## config.mk

```make
export PLATFORM = sky130hd
export DESIGN_NAME = ahb_apb_bridge_ctrl
export DESIGN_NICKNAME = d
export VERILOG_FILES = /design/src/rtl/apb_bridge_pkg.sv /design/src/rtl/apb_addr_decode.sv /design/src/rtl/ahb_apb_bridge_ctrl.sv
export SDC_FILE = /design/constraint.sdc
export NUM_CORES = 1
export LEC_CHECK = 0
export BUFFER_PORTS_ARGS = -buffer_cell sky130_fd_sc_hd__buf_4
export CAP_MARGIN = 25
export CORE_MARGIN = 1
export CORE_UTILIZATION = 50
export DETAILED_ROUTE_END_ITERATION = 7
export PLACE_DENSITY = 0.9
export SLEW_MARGIN = 10
export SYNTH_ARGS = -nofsm -noshare
export SYNTH_HDL_FRONTEND = slang
export SYNTH_SLANG_ARGS = --single-unit
```

## constraint.sdc

```tcl
create_clock -name clk -period 1.97 [get_ports clk]
set_input_delay 0.394 -clock clk [delete_from_list [all_inputs] [get_ports clk]]
set_output_delay 0.394 -clock clk [all_outputs]
set_load 0.02 [all_outputs]
```

## src/rtl/apb_bridge_pkg.sv

```systemverilog
// apb_bridge_pkg: shared state encoding, AHB response codes and slave-select width helper.
package apb_bridge_pkg;

    typedef enum logic [2:0] {IDLE, WDATA, SETUP, ACCESS, ERR1, ERR2} state_t;

    localparam logic OKAY  = 1'b0;
    localparam logic ERROR = 1'b1;

    // A single slave still needs a 1-bit index field.
    function automatic int sel_w(input int n);
        return (n > 1) ? $clog2(n) : 1;
    endfunction

endpackage

```

## src/rtl/apb_addr_decode.sv

```systemverilog
// apb_addr_decode: combinational slave decode of an AHB address.
//   i_addr : transfer address
//   o_sel  : one-hot slave select, all zero on a miss
//   o_miss : slave index field names a slave that does not exist
module apb_addr_decode
    import apb_bridge_pkg::*;
#(
    parameter int ADDR_W  = 32,
    parameter int NUM_SLV = 3,
    parameter int SEL_LSB = 24
) (
    input  logic [ADDR_W-1:0]  i_addr,
    output logic [NUM_SLV-1:0] o_sel,
    output logic               o_miss
);

    localparam int SEL_W = sel_w(NUM_SLV);

    logic [SEL_W-1:0] w_idx;
    logic             w_unused;

    assign w_idx    = i_addr[SEL_LSB +: SEL_W];
    assign o_miss   = 32'(w_idx) >= NUM_SLV;
    // Only the index field matters here; the rest of the address is routed by the top.
    assign w_unused = ^i_addr;

    always_comb begin
        o_sel = '0;
        for (int i = 0; i < NUM_SLV; i++) o_sel[i] = 32'(w_idx) == i;
    end

endmodule

```

## src/rtl/ahb_apb_bridge_ctrl.sv

```systemverilog
// ahb_apb_bridge_ctrl: turns single AHB-lite transfers into APB transactions on one of NUM_SLV slaves.
//   clk, rst (async, active-low)
//   AHB side : valid, Hwrite, Haddr, Hwdata in; Hreadyout, Hrdata, Hresp out
//   APB side : Prdata, Pready, Pslverr in; Paddr, Pwdata, Pwrite, Pselx, Penable out
//   Optional : APB_TIMEOUT_EN aborts an ACCESS after TIMEOUT_CYC cycles without Pready,
//              answering exactly like a slave error.
module ahb_apb_bridge_ctrl
    import apb_bridge_pkg::*;
#(
    parameter int ADDR_W      = 32,
    parameter int DATA_W      = 32,
    parameter int NUM_SLV     = 3,
    parameter int SEL_LSB     = 24,
    parameter int TIMEOUT_CYC = 16
) (
    input  logic               clk,
    input  logic               rst,
    input  logic               valid,
    input  logic               Hwrite,
    input  logic [ADDR_W-1:0]  Haddr,
    input  logic [DATA_W-1:0]  Hwdata,
    input  logic [DATA_W-1:0]  Prdata,
    input  logic               Pready,
    input  logic               Pslverr,
    output logic [ADDR_W-1:0]  Paddr,
    output logic [DATA_W-1:0]  Pwdata,
    output logic               Pwrite,
    output logic [NUM_SLV-1:0] Pselx,
    output logic               Penable,
    output logic               Hreadyout,
    output logic [DATA_W-1:0]  Hrdata,
    output logic               Hresp
);

    state_t             r_state;
    logic [ADDR_W-1:0]  r_addr;
    logic [NUM_SLV-1:0] r_sel;
    logic [NUM_SLV-1:0] w_sel;
    logic               w_miss;
    logic               w_accept;
    logic               w_tmo;

    apb_addr_decode #(
        .ADDR_W (ADDR_W),
        .NUM_SLV(NUM_SLV),
        .SEL_LSB(SEL_LSB)
    ) u_dec (
        .i_addr(Haddr),
        .o_sel (w_sel),
        .o_miss(w_miss)
    );

    assign w_accept = valid && Hreadyout;

`ifdef APB_TIMEOUT_EN
    localparam int CNT_W = $clog2(TIMEOUT_CYC + 1);

    logic [CNT_W-1:0] r_cnt;

    // Fires on the wait cycle that would bring the count to TIMEOUT_CYC.
    assign w_tmo = !Pready && (32'(r_cnt) == TIMEOUT_CYC - 1);

    always_ff @(posedge clk or negedge rst) begin
        if (!rst)
            r_cnt <= '0;
        else if (r_state == SETUP)
            r_cnt <= '0;
        else if (r_state == ACCESS && !Pready)
            r_cnt <= r_cnt + 1'b1;
    end
`else
    assign w_tmo = 1'b0;
`endif

    always_ff @(posedge clk or negedge rst) begin
        if (!rst) begin
            r_state   <= IDLE;
            r_addr    <= '0;
            r_sel     <= '0;
            Paddr     <= '0;
            Pwdata    <= '0;
            Pwrite    <= 1'b0;
            Pselx     <= '0;
            Penable   <= 1'b0;
            Hrdata    <= '0;
            Hresp     <= OKAY;
            Hreadyout <= 1'b1;
        end else begin
            case (r_state)
                IDLE: begin
                    if (w_accept) begin
                        Hreadyout <= 1'b0;
                        if (w_miss) begin
                            r_state <= ERR1;
                            Hresp   <= ERROR;
                        end else if (Hwrite) begin
                            // Select is withheld until the write data arrives next cycle.
                            r_state <= WDATA;
                            r_addr  <= Haddr;
                            r_sel   <= w_sel;
                            Pwrite  <= 1'b1;
                        end else begin
                            r_state <= SETUP;
                            Paddr   <= Haddr;
                            Pwrite  <= 1'b0;
                            Pselx   <= w_sel;
                        end
                    end else begin
                        Pselx     <= '0;
                        Penable   <= 1'b0;
                        Hreadyout <= 1'b1;
                        Hresp     <= OKAY;
                    end
                end
                WDATA: begin
                    r_state <= SETUP;
                    Pwdata  <= Hwdata;
                    Paddr   <= r_addr;
                    Pselx   <= r_sel;
                end
                SETUP: begin
                    r_state <= ACCESS;
                    Penable <= 1'b1;
                end
                ACCESS: begin
                    if (Pready || w_tmo) begin
                        Pselx   <= '0;
                        Penable <= 1'b0;
                        if (Pready && !Pslverr) begin
                            r_state   <= IDLE;
                            Hreadyout <= 1'b1;
                            if (!Pwrite) Hrdata <= Prdata;
                        end else begin
                            r_state   <= ERR1;
                            Hresp     <= ERROR;
                            Hreadyout <= 1'b0;
                        end
                    end
                end
                ERR1: begin
                    r_state   <= ERR2;
                    Hresp     <= ERROR;
                    Hreadyout <= 1'b1;
                end
                ERR2: begin
                    r_state   <= IDLE;
                    Hresp     <= OKAY;
                    Hreadyout <= 1'b1;
                end
                default: r_state <= IDLE;
            endcase
        end
    end

endmodule

```

==> metrics.yaml, run 1 <==
outcome:
  status: "finished, final reports clean"
yosys:
  ys.flop_type: "dfrtp_1"
  muxShareOfSynthArea_pct: 20.4
  yosys-top-cells-area: "dfrtp_1, mux2_2, mux2_4, a221o_1, and2_1"
  syn-num-nets: 502
  synth_xor_area_share_pct: 0
  synth_compound_area_share_pct: 9.66
  async_reset_ff_share_pct: 100
  synth_fa_ha_area_share_pct: 0
  synth_top_family_by_area: "multiplexers"
  synth_top_area_share_pct: 59.7
  synthCells: 400
  syn-cell-area_um2: 5870
  synth_edf_count: 0
  yosys.area_share.simple_pct: 6.63
  syn_avg_cell_area_um2: 14.7
  yosys.area.top_type: "dfrtp_1"
  synthDistinctLibCells: 46
  yosysWarnings: 0
  synth_seq_area_share_pct: 60.2
  synth_seq_cells: 141
global_routing:
  grt_pass1_vias: 4184
  track_usage_pct: 22.5
  grt_overflow: 0
  grt_max_degree: 58
  grt_pass1_wl_um: 20500
  antenna_found_initial: 0
timing:
  drv_slew: 0
  max_freq_mhz: 514
  relSlewSlack_pct: 69.6
  tightest_slew_ps: 453
  fin_worst_skew_ps: 7.80
  hold_viol_final: 0
  fin_crit_ps: 1940
  period_share_pct: 98.7
  setup_viol: 0
  rsz0062_at_grt: "false"
  finalSetupTns_ps: 0
cts:
  cts_tree: "yes"
  cts_made_buffers: 17
  cts_root_buf: "clkbuf_16"
  htree_levels: 4
  clock_sinks: 141
  cts_resized: 0
  clkLatencyLatePin_ps: 410
  path_clk_slew_ps: 60
  post_cts_buffers: 0
  clockBufferDepth: 2
worst_setup_path:
  startpoint_type: "flip-flop"
  endpoint_kind: "flip-flop"
  critPathMaxFanout: 32
  reg2reg_depth: 4
  worstPathArrival_ps: 2230
  worstSetupPathType: "flip-flop to flip-flop"
  crit_required_ps: 2250
placed_design:
  place_congestion: 0.847
  port_buffers: 204
  post_dp_cell_area_um2: 7640
  post-dp-hpwl_um: 9490
die:
  core_um2: 11400
  dieWidth_um: 110
  fp.dieArea_um2: 12200
  fp.dieH_um: 110
  io_pins: 205
  start_util_pct: 51.4
  row_count: 39
pwr:
  internal_power_mw: 9.36
  max-vdd-ir-drop_mv: 1.13
  p_sw_mw: 4.96
  seqPwrFrac_pct: 35.5
  clock_power_share_pct: 21.6
  comb_power_share_pct: 42.9
  sw_frac_of_total_pct: 34.7
  power.density_nw_per_um2: 1740
  leakage_nw: 4.05
  power_mw: 14.3
final_layout:
  final_common_cell: "buf_4"
  drive_above_1_share_pct: 56.6
  final_area_um2: 8230
  nNetsFinal: 714
  final_cell_mix: "buf_4, dfrtp_1, mux2_2"
  final_util_pct: 72.0
  area_growth_pct: 40.2
  nFillCells: 761
  num_antenna_cells: 0
hold_path:
  hold_path_class: "input pin to flip-flop"
  min_path_cells: 2
routing:
  drt_pass1_iterations: 4
  antenna_left: 0
  vias_per_cell: 5.39
  route.detailed.drc: 0
  wl_um: 13600
  drtIter0Drc: 155
  num_vias: 4139
  wire_per_inst_um: 17.7
job:
  maxCapViolations: 0
[final cells by class]
| type | instances | area, µm² | area share (%) |
|---|---|---|---|
| tap | 143 | 179 | 2.17 |
| clock buffer | 19 | 433 | 5.26 |
| inverter | 7 | 26.3 | 0.319 |
| multi-input combinational | 223 | 2170 | 26.4 |
| timing repair buffer | 222 | 1750 | 21.2 |
| clock inverter | 13 | 140 | 1.70 |
| sequential | 141 | 3530 | 42.9 |
[cell usage after synthesis, types with 2 or more instances]
cell type,instances
a21boi_0,3
a21oi_1,7
a221o_1,30
a22oi_1,2
a311oi_1,2
a31oi_1,2
a32o_1,3
and2_1,32
buf_2,9
buf_6,5
clkbuf_1,15
dfrtp_1,140
inv_1,7
mux2_2,68
mux2_4,28
nand2_1,5
nand2b_1,4
nor2_1,4
nor2b_1,3
o21a_1,2
o21ai_0,2
or3_1,3
[critical path: stages, from the launching register on]
cell       delay (ps)
dfstp_2           600
nand4bb_4         130
or3_2             540
buf_12            220
mux2_4            330
[worst paths after layout]
kind / from / endpoint / slack (ps)
min reg2reg: r_addr[0]$_DFFE_PN0P_ / r_addr[0]$_DFFE_PN0P_ / 490
min: Hwdata[27] / Pwdata[27]$_DFFE_PN0P_ / 220
max: Hreadyout$_DFFE_PN1P_ / r_addr[22]$_DFFE_PN0P_ / 30
min in group asynchronous: rst / Pwdata[9]$_DFFE_PN0P_ / 460
max in group asynchronous: rst / r_addr[26]$_DFFE_PN0P_ / 870
max reg2reg: Hreadyout$_DFFE_PN1P_ / r_addr[22]$_DFFE_PN0P_ / 30
[routing by layer]
layer | vias up | track usage, % | wire [µm]
li1 | 1888 | - | -
met1 | 2042 | 27.7 | 5680
met2 | 192 | 37.8 | 6750
met3 | 17 | 5.64 | 976
met4 | 0 | 8.93 | 186
met5 | - | 0 | 0
[through the flow]
stage / instances / setup WS [ps] / hold WS (ps)
global route: 768 / 1.74 / 202
finish: 768 / 26.2 / 218
global placement: 735 / 96.4 / 322
detailed placement: 735 / 37.7 / 328
CTS: 768 / 27.1 / 206
floorplan: 400 / 112 / 98.4
[state kept, by name, summed over array words and instances, names as in the netlist]
name	count
Hreadyout	1
r_state	3
Pselx	3
r_sel	3
r_addr	32
Pwrite	1
Penable	1
Hrdata	32
Hresp	1
Pwdata	32
Paddr	32
[logic make-up (layout without fill, tap and decap cells)]
logic type      Yosys count  after routing
mux                      97             97
buf+inv                  36            261
flops                   141            141
simple gates             60             60
compound gates           66             66
[what timing repair did]
item	in CTS	in global routing
endpoints found under the hold margin	36	0
endpoints found under the setup margin	0	0
hold buffers	1	0
[power groups by stage]
stage	Clock (mW)	Sequential [mW]	Combinational, mW
global placement	0	5.02	6.00
detailed placement	0	5.09	6.20
CTS	3.14	5.08	6.21
global route	3.30	5.24	6.56
finish	3.09	5.08	6.14
floorplan	0	6.15	2.51
No activity file was read; power rests on OpenSTA's default activity.
==> inputs of run 2 (changes only) <==
Settings changed: ABC_AREA set to 1, CORE_ASPECT_RATIO set to 0.75, PLACE_DENSITY 0.9 to 0.89.
==> run 2 against run 1 <==
Critical endpoint is now Paddr[30]$_DFFE_PN0P_; worst hold slack got worse by 41 ps; die area rose by 4.0%; power down 0.44%; combinational power grew 2%; wire length is 13% higher; utilization fell by 0.78 points; largest power group unchanged; register-to-register slack gained 170 ps; sequential share of layout area shrank 0.72 points; fmax rose by 9.4%; critical path depth is 2 higher; global-route usage rose by 3.7 points; cell area rose by 1.7%; largest cell class unchanged.
==> metrics.yaml, run 2 <==
cts:
  htree_levels: 4
  path_clk_slew_ps: 60
  clock_sinks: 141
  post_cts_buffers: 0
  clkLatencyLatePin_ps: 410
  cts_tree: "yes"
  cts_resized: 0
  cts_made_buffers: 17
  postCtsHoldBufs: 1
  clockBufferDepth: 2
  cts_root_buf: "clkbuf_16"
yosys:
  yosys-top-cells-area: "dfrtp_1, nand2_1, o21ai_0, nand3_1, inv_1"
  synth_edf_count: 0
  syn_avg_cell_area_um2: 8.25
  synth.top_cells.by_count: "nand2_1, dfrtp_1, o21ai_0, nand3_1, inv_1"
  yosysWarnings: 0
  ys.flop_type: "dfrtp_1"
  synth_seq_area_share_pct: 57.8
  async_reset_ff_share_pct: 100
  synth_most_common_cell: "nand2_1"
  synthDistinctLibCells: 23
  synth_seq_cells: 141
  syn-cell-area_um2: 6100
  synthCells: 740
  syn-num-nets: 842
  yosys.area.top_type: "dfrtp_1"
  synth_top_area_share_pct: 57.4
placed_design:
  place_congestion: 0.828
  post-dp-hpwl_um: 10800
  port_buffers: 204
global_routing:
  grt_overflow: 0
  grt_max_degree: 83
  grt_pass1_vias: 5334
  grt_pass1_wl_um: 25600
  antenna_found_initial: 0
  track_usage_pct: 26.1
timing:
  relSlewSlack_pct: 56.5
  fin_crit_ps: 1780
  rsz0062_at_grt: "false"
  tightest_slew_ps: 650
  finalSetupTns_ps: 0
  period_share_pct: 90.2
  fin_worst_skew_ps: 7.76
  drv_slew: 0
  setup_viol: 0
  hold_viol_final: 0
  max_freq_mhz: 563
hold_path:
  min_path_cells: 3
  hold_path_class: "input pin to flip-flop"
die:
  fp.dieH_um: 97.7
  core_um2: 11700
  row_count: 34
  io_pins: 205
  start_util_pct: 52.0
  dieWidth_um: 130
  fp.dieArea_um2: 12700
routing:
  wire_per_inst_um: 13.9
  route.detailed.drc: 0
  num_vias: 5500
  wl_um: 15400
  drt_pass1_iterations: 5
  vias_per_cell: 4.95
  drtIter0Drc: 409
  antenna_left: 0
outcome:
  status: "finished, final reports clean"
final_layout:
  nNetsFinal: 1039
  final_util_pct: 71.3
  final_cell_mix: "nand2_1, buf_4, dfrtp_1"
  area_growth_pct: 37.1
  final_common_cell: "nand2_1"
  nFillCells: 947
  drive_above_1_share_pct: 28.0
  num_antenna_cells: 0
worst_setup_path:
  worstPathArrival_ps: 2060
  endpoint_kind: "flip-flop"
  crit_required_ps: 2260
  reg2reg_depth: 6
  worstSetupPathType: "flip-flop to flip-flop"
  startpoint_type: "flip-flop"
  critPathMaxFanout: 32
pwr:
  power.density_nw_per_um2: 1700
  leakage_nw: 4.62
  max-vdd-ir-drop_mv: 0.957
job:
  maxCapViolations: 0
-- run 2: cell count changes after synthesis, moves of 28 or more --
| cell | before | now |
|---|---|---|
| a221o_1 | 30 | 0 |
| and2_1 | 32 | 0 |
| mux2_2 | 68 | 0 |
| mux2_4 | 28 | 0 |
| nand2_1 | 5 | 374 |
| nand3_1 | 0 | 43 |
| o21ai_0 | 2 | 74 |
-- run 2: path summary, 6_finish.rpt --
kind                                        start                     end  slack (ps)
max in group asynchronous                     rst   Pwdata[2]$_DFFE_PN0P_         880
max                        r_state[0]$_DFFE_PN0P_   Paddr[30]$_DFFE_PN0P_         190
min reg2reg                 Paddr[16]$_DFFE_PN0P_   Paddr[16]$_DFFE_PN0P_         470
min in group asynchronous                     rst  Hrdata[29]$_DFFE_PN0P_         460
min                                    Hwdata[18]  Pwdata[18]$_DFFE_PN0P_         180
max reg2reg                r_state[0]$_DFFE_PN0P_   Paddr[30]$_DFFE_PN0P_         190
-- run 2: worst max-delay path: stages (launching register included) --
cell,delay (ps)
dfrtp_1,500
nor2_4,220
nand2_2,110
o21ai_4,150
nand2_2,400
nand2_1,190
nand2_1,80
-- run 2: logic make-up after synthesis --
family          Yosys count  share of synthesized area [%]
compound gates           85                           7.21
buf+inv                  73                           5.62
flops                   141                           57.8
simple gates            441                           29.4
-- run 2: cell type report --
class / instances / area [µm²] / share of cell area (%)
clock inverter: 13 / 108 / 1.29
inverter: 34 / 128 / 1.53
timing repair buffer: 217 / 1710 / 20.4
sequential: 141 / 3530 / 42.2
multi-input combinational: 526 / 2240 / 26.7
clock buffer: 19 / 453 / 5.41
tap: 162 / 203 / 2.42
-- run 2: metal layers --
metal	global-route usage [%]	vias up	wire (µm)	part of all wire, %
met3	7.43	22	1140	7.4
li1	-	2717	-	-
met1	35.2	2563	6720	44
met5	0	-	0	0
met2	40.1	198	7300	47
met4	9.57	0	249	1.6
-- run 2: per-stage QoR --
step           total power [mW]  hold WS (ps)  cells  cell area, µm²  worst slack, ps
4_1_cts                    14.3           161   1112            8370              185
3_3_place_gp               11.1           328   1079            7800              273
2_1_floorplan              8.78          98.4    740            6100              393
5_1_grt                    15.3           161   1112            8370             65.0
6_report                   14.3           177   1112            8370              194
3_5_place_dp               11.3           327   1079            7800              199
-- run 2: report_power, final --
| group | switching [mW] | internal (mW) | leakage, nW |
|---|---|---|---|
| Combinational | 3.90 | 2.38 | 2.59 |
| Sequential | 0.760 | 4.25 | 1.77 |
| Clock | 1.27 | 1.70 | 0.260 |
==> inputs of run 3 (changes only) <==
Settings changed: CTS_CLUSTER_DIAMETER set to 30.
Clock period 1.97 ns to 1.75 ns, I/O delays scaled along.
==> run 3 against run 2 <==
Critical path depth stayed put; fmax is 5.2% higher; cell area is 1.6% higher; largest power group unchanged; utilization is 1.1 points higher; clock-buffer cell count is 1 lower.
==> metrics.yaml, run 3 (synthesis gave the netlist of run 2 again) <==
die:
  io_pins: 205
  dieWidth_um: 130
  fp.dieH_um: 97.7
  core_um2: 11700
  start_util_pct: 52.0
  row_count: 34
  fp.dieArea_um2: 12700
timing:
  drv_slew: 0
  holdWs_ps: 134
  setup_viol: 0
  fin_worst_skew_ps: 4.74
  max_freq_mhz: 593
  period_share_pct: 96.4
  tightest_slew_ps: 373
  finalSetupTns_ps: 0
  fin_ws_ps: 62.5
  rsz0062_at_grt: "false"
  relSlewSlack_pct: 75.1
  fin_crit_ps: 1690
  hold_viol_final: 0
final_layout:
  final_cell_mix: "nand2_1, buf_4, dfrtp_1"
  num_antenna_cells: 0
  final_common_cell: "nand2_1"
  drive_above_1_share_pct: 28.5
  area_growth_pct: 39.3
  nNetsFinal: 1047
pwr:
  leakage_nw: 4.70
  power.density_nw_per_um2: 1950
  max-vdd-ir-drop_mv: 1.04
routing:
  wl_um: 15500
  vias_per_cell: 4.96
  drt_pass1_iterations: 4
  drtIter0Drc: 310
  antenna_left: 0
  wire_per_inst_um: 13.8
  num_vias: 5559
  route.detailed.drc: 0
worst_setup_path:
  r2r-end: "Hrdata[24]$_DFFE_PN0P_"
  crit_path_top_delay_cell: "dfrtp_1"
  worstSetupPathType: "flip-flop to flip-flop"
  startpoint_type: "flip-flop"
  max_stage_delay_ps: 560
  worstPathArrival_ps: 1960
  crit_required_ps: 2030
  crit_chain: "nand2_2 > nor2_4 > nand2_2 > buf_4 > o21ai_0 > nand2_1"
  path_common_cell: "nand2_2"
  startpoint: "r_state[0]$_DFFE_PN0P_"
  reg2reg_depth: 6
  reg2reg_setup_slack_ps: 60
  critPathMaxFanout: 13
  endpoint_kind: "flip-flop"
  r2r_start: "r_state[0]$_DFFE_PN0P_"
global_routing:
  grt_max_degree: 63
  antenna_found_initial: 0
  track_usage_pct: 25.8
  grt_pass1_wl_um: 25600
  grt_pass1_vias: 5368
  grt_overflow: 0
cts:
  clock_sinks: 141
  path_clk_slew_ps: 60
  clkLatencyLatePin_ps: 410
  clockBufferDepth: 2
  htree_levels: 4
  cts_root_buf: "clkbuf_16"
  cts_made_buffers: 17
  cts_tree: "yes"
job:
  maxCapViolations: 0
hold_path:
  hp-start: "Hwdata[11]"
  hold_path_class: "input pin to flip-flop"
  min_to: "Pwdata[11]$_DFFE_PN0P_"
  min_path_cells: 3
placed_design:
  port_buffers: 204
  pre_cts_slack_ps: 178
  post-dp-hpwl_um: 10900
  place_congestion: 0.847
outcome:
  status: "finished, final reports clean"
==> run 3: changes by cell type in the layout (fill, tap and decap cells not counted), sizes merged <==
cell / delta
buf: +8
bufinv: +4
inv: -3
clkinv: +2
clkinvlp: -2
clkbuf: -1
==> run 3: worst max-delay path, delay by kind of cell (launching register included) <==
kind	cells	cell delay, ps
buffers and inverters	1	230
AO/OA/AOI/OAI	1	230
flip-flops	1	560
AND/OR/NAND/NOR	4	540
==> run 3: final cells by class <==
cell class              count  area [µm²]
fillers                   909        3240
well taps                 162         203
clock buffers              18         429
flip-flops and latches    141        3530
multi-input cells         526        2240
clock inverters            14         193
inverters                  34         128
repair buffers            225        1780
==> run 3: how the worst max path moves through the flow <==
stage                                   to  slack [ps]  cells past startpoint
floorplan           r_addr[24]$_DFFE_PN0P_         170                      8
global placement      r_sel[2]$_DFFE_PN0P_         220                      7
detailed placement  Pwdata[17]$_DFFE_PN0P_         180                      6
CTS                 Hrdata[24]$_DFFE_PN0P_         110                      6
global route        Hrdata[23]$_DFFE_PN0P_           9                      6
finish              Hrdata[24]$_DFFE_PN0P_          60                      6
==> run 3: through the flow <==
step                area [µm²]  power (mW)  utilization (%)  cells
finish                    8500        16.6             72.4   1120
global route              8500        17.8             72.4   1120
CTS                       8500        16.7             72.4   1120
detailed placement        7870        12.9             67.0   1087
global placement          7870        12.6             67.0   1087
floorplan                 6100        9.88                -    740
==> run 3: power by group <==
group	leakage [nW]	switching [mW]	internal (mW)
Clock	0.297	1.36	2.39
Combinational	2.63	4.42	2.79
Sequential	1.77	0.857	4.79
==> run 3: layer usage <==
layer	vias up	wire, µm	GRT usage (%)
li1	2726	-	-
met1	2598	6630	34.4
met2	214	7430	41.0
met3	21	1140	6.28
met4	0	251	9.12
met5	-	0	0
==> run 3: repair_timing <==
item | 4_1_cts | 5_1_grt
setup endpoints to repair | 0 | 3
hold buffers | 1 | 0
hold endpoints to repair | 33 | 0
resized for setup | 0 | 1
setup buffers | 0 | 0
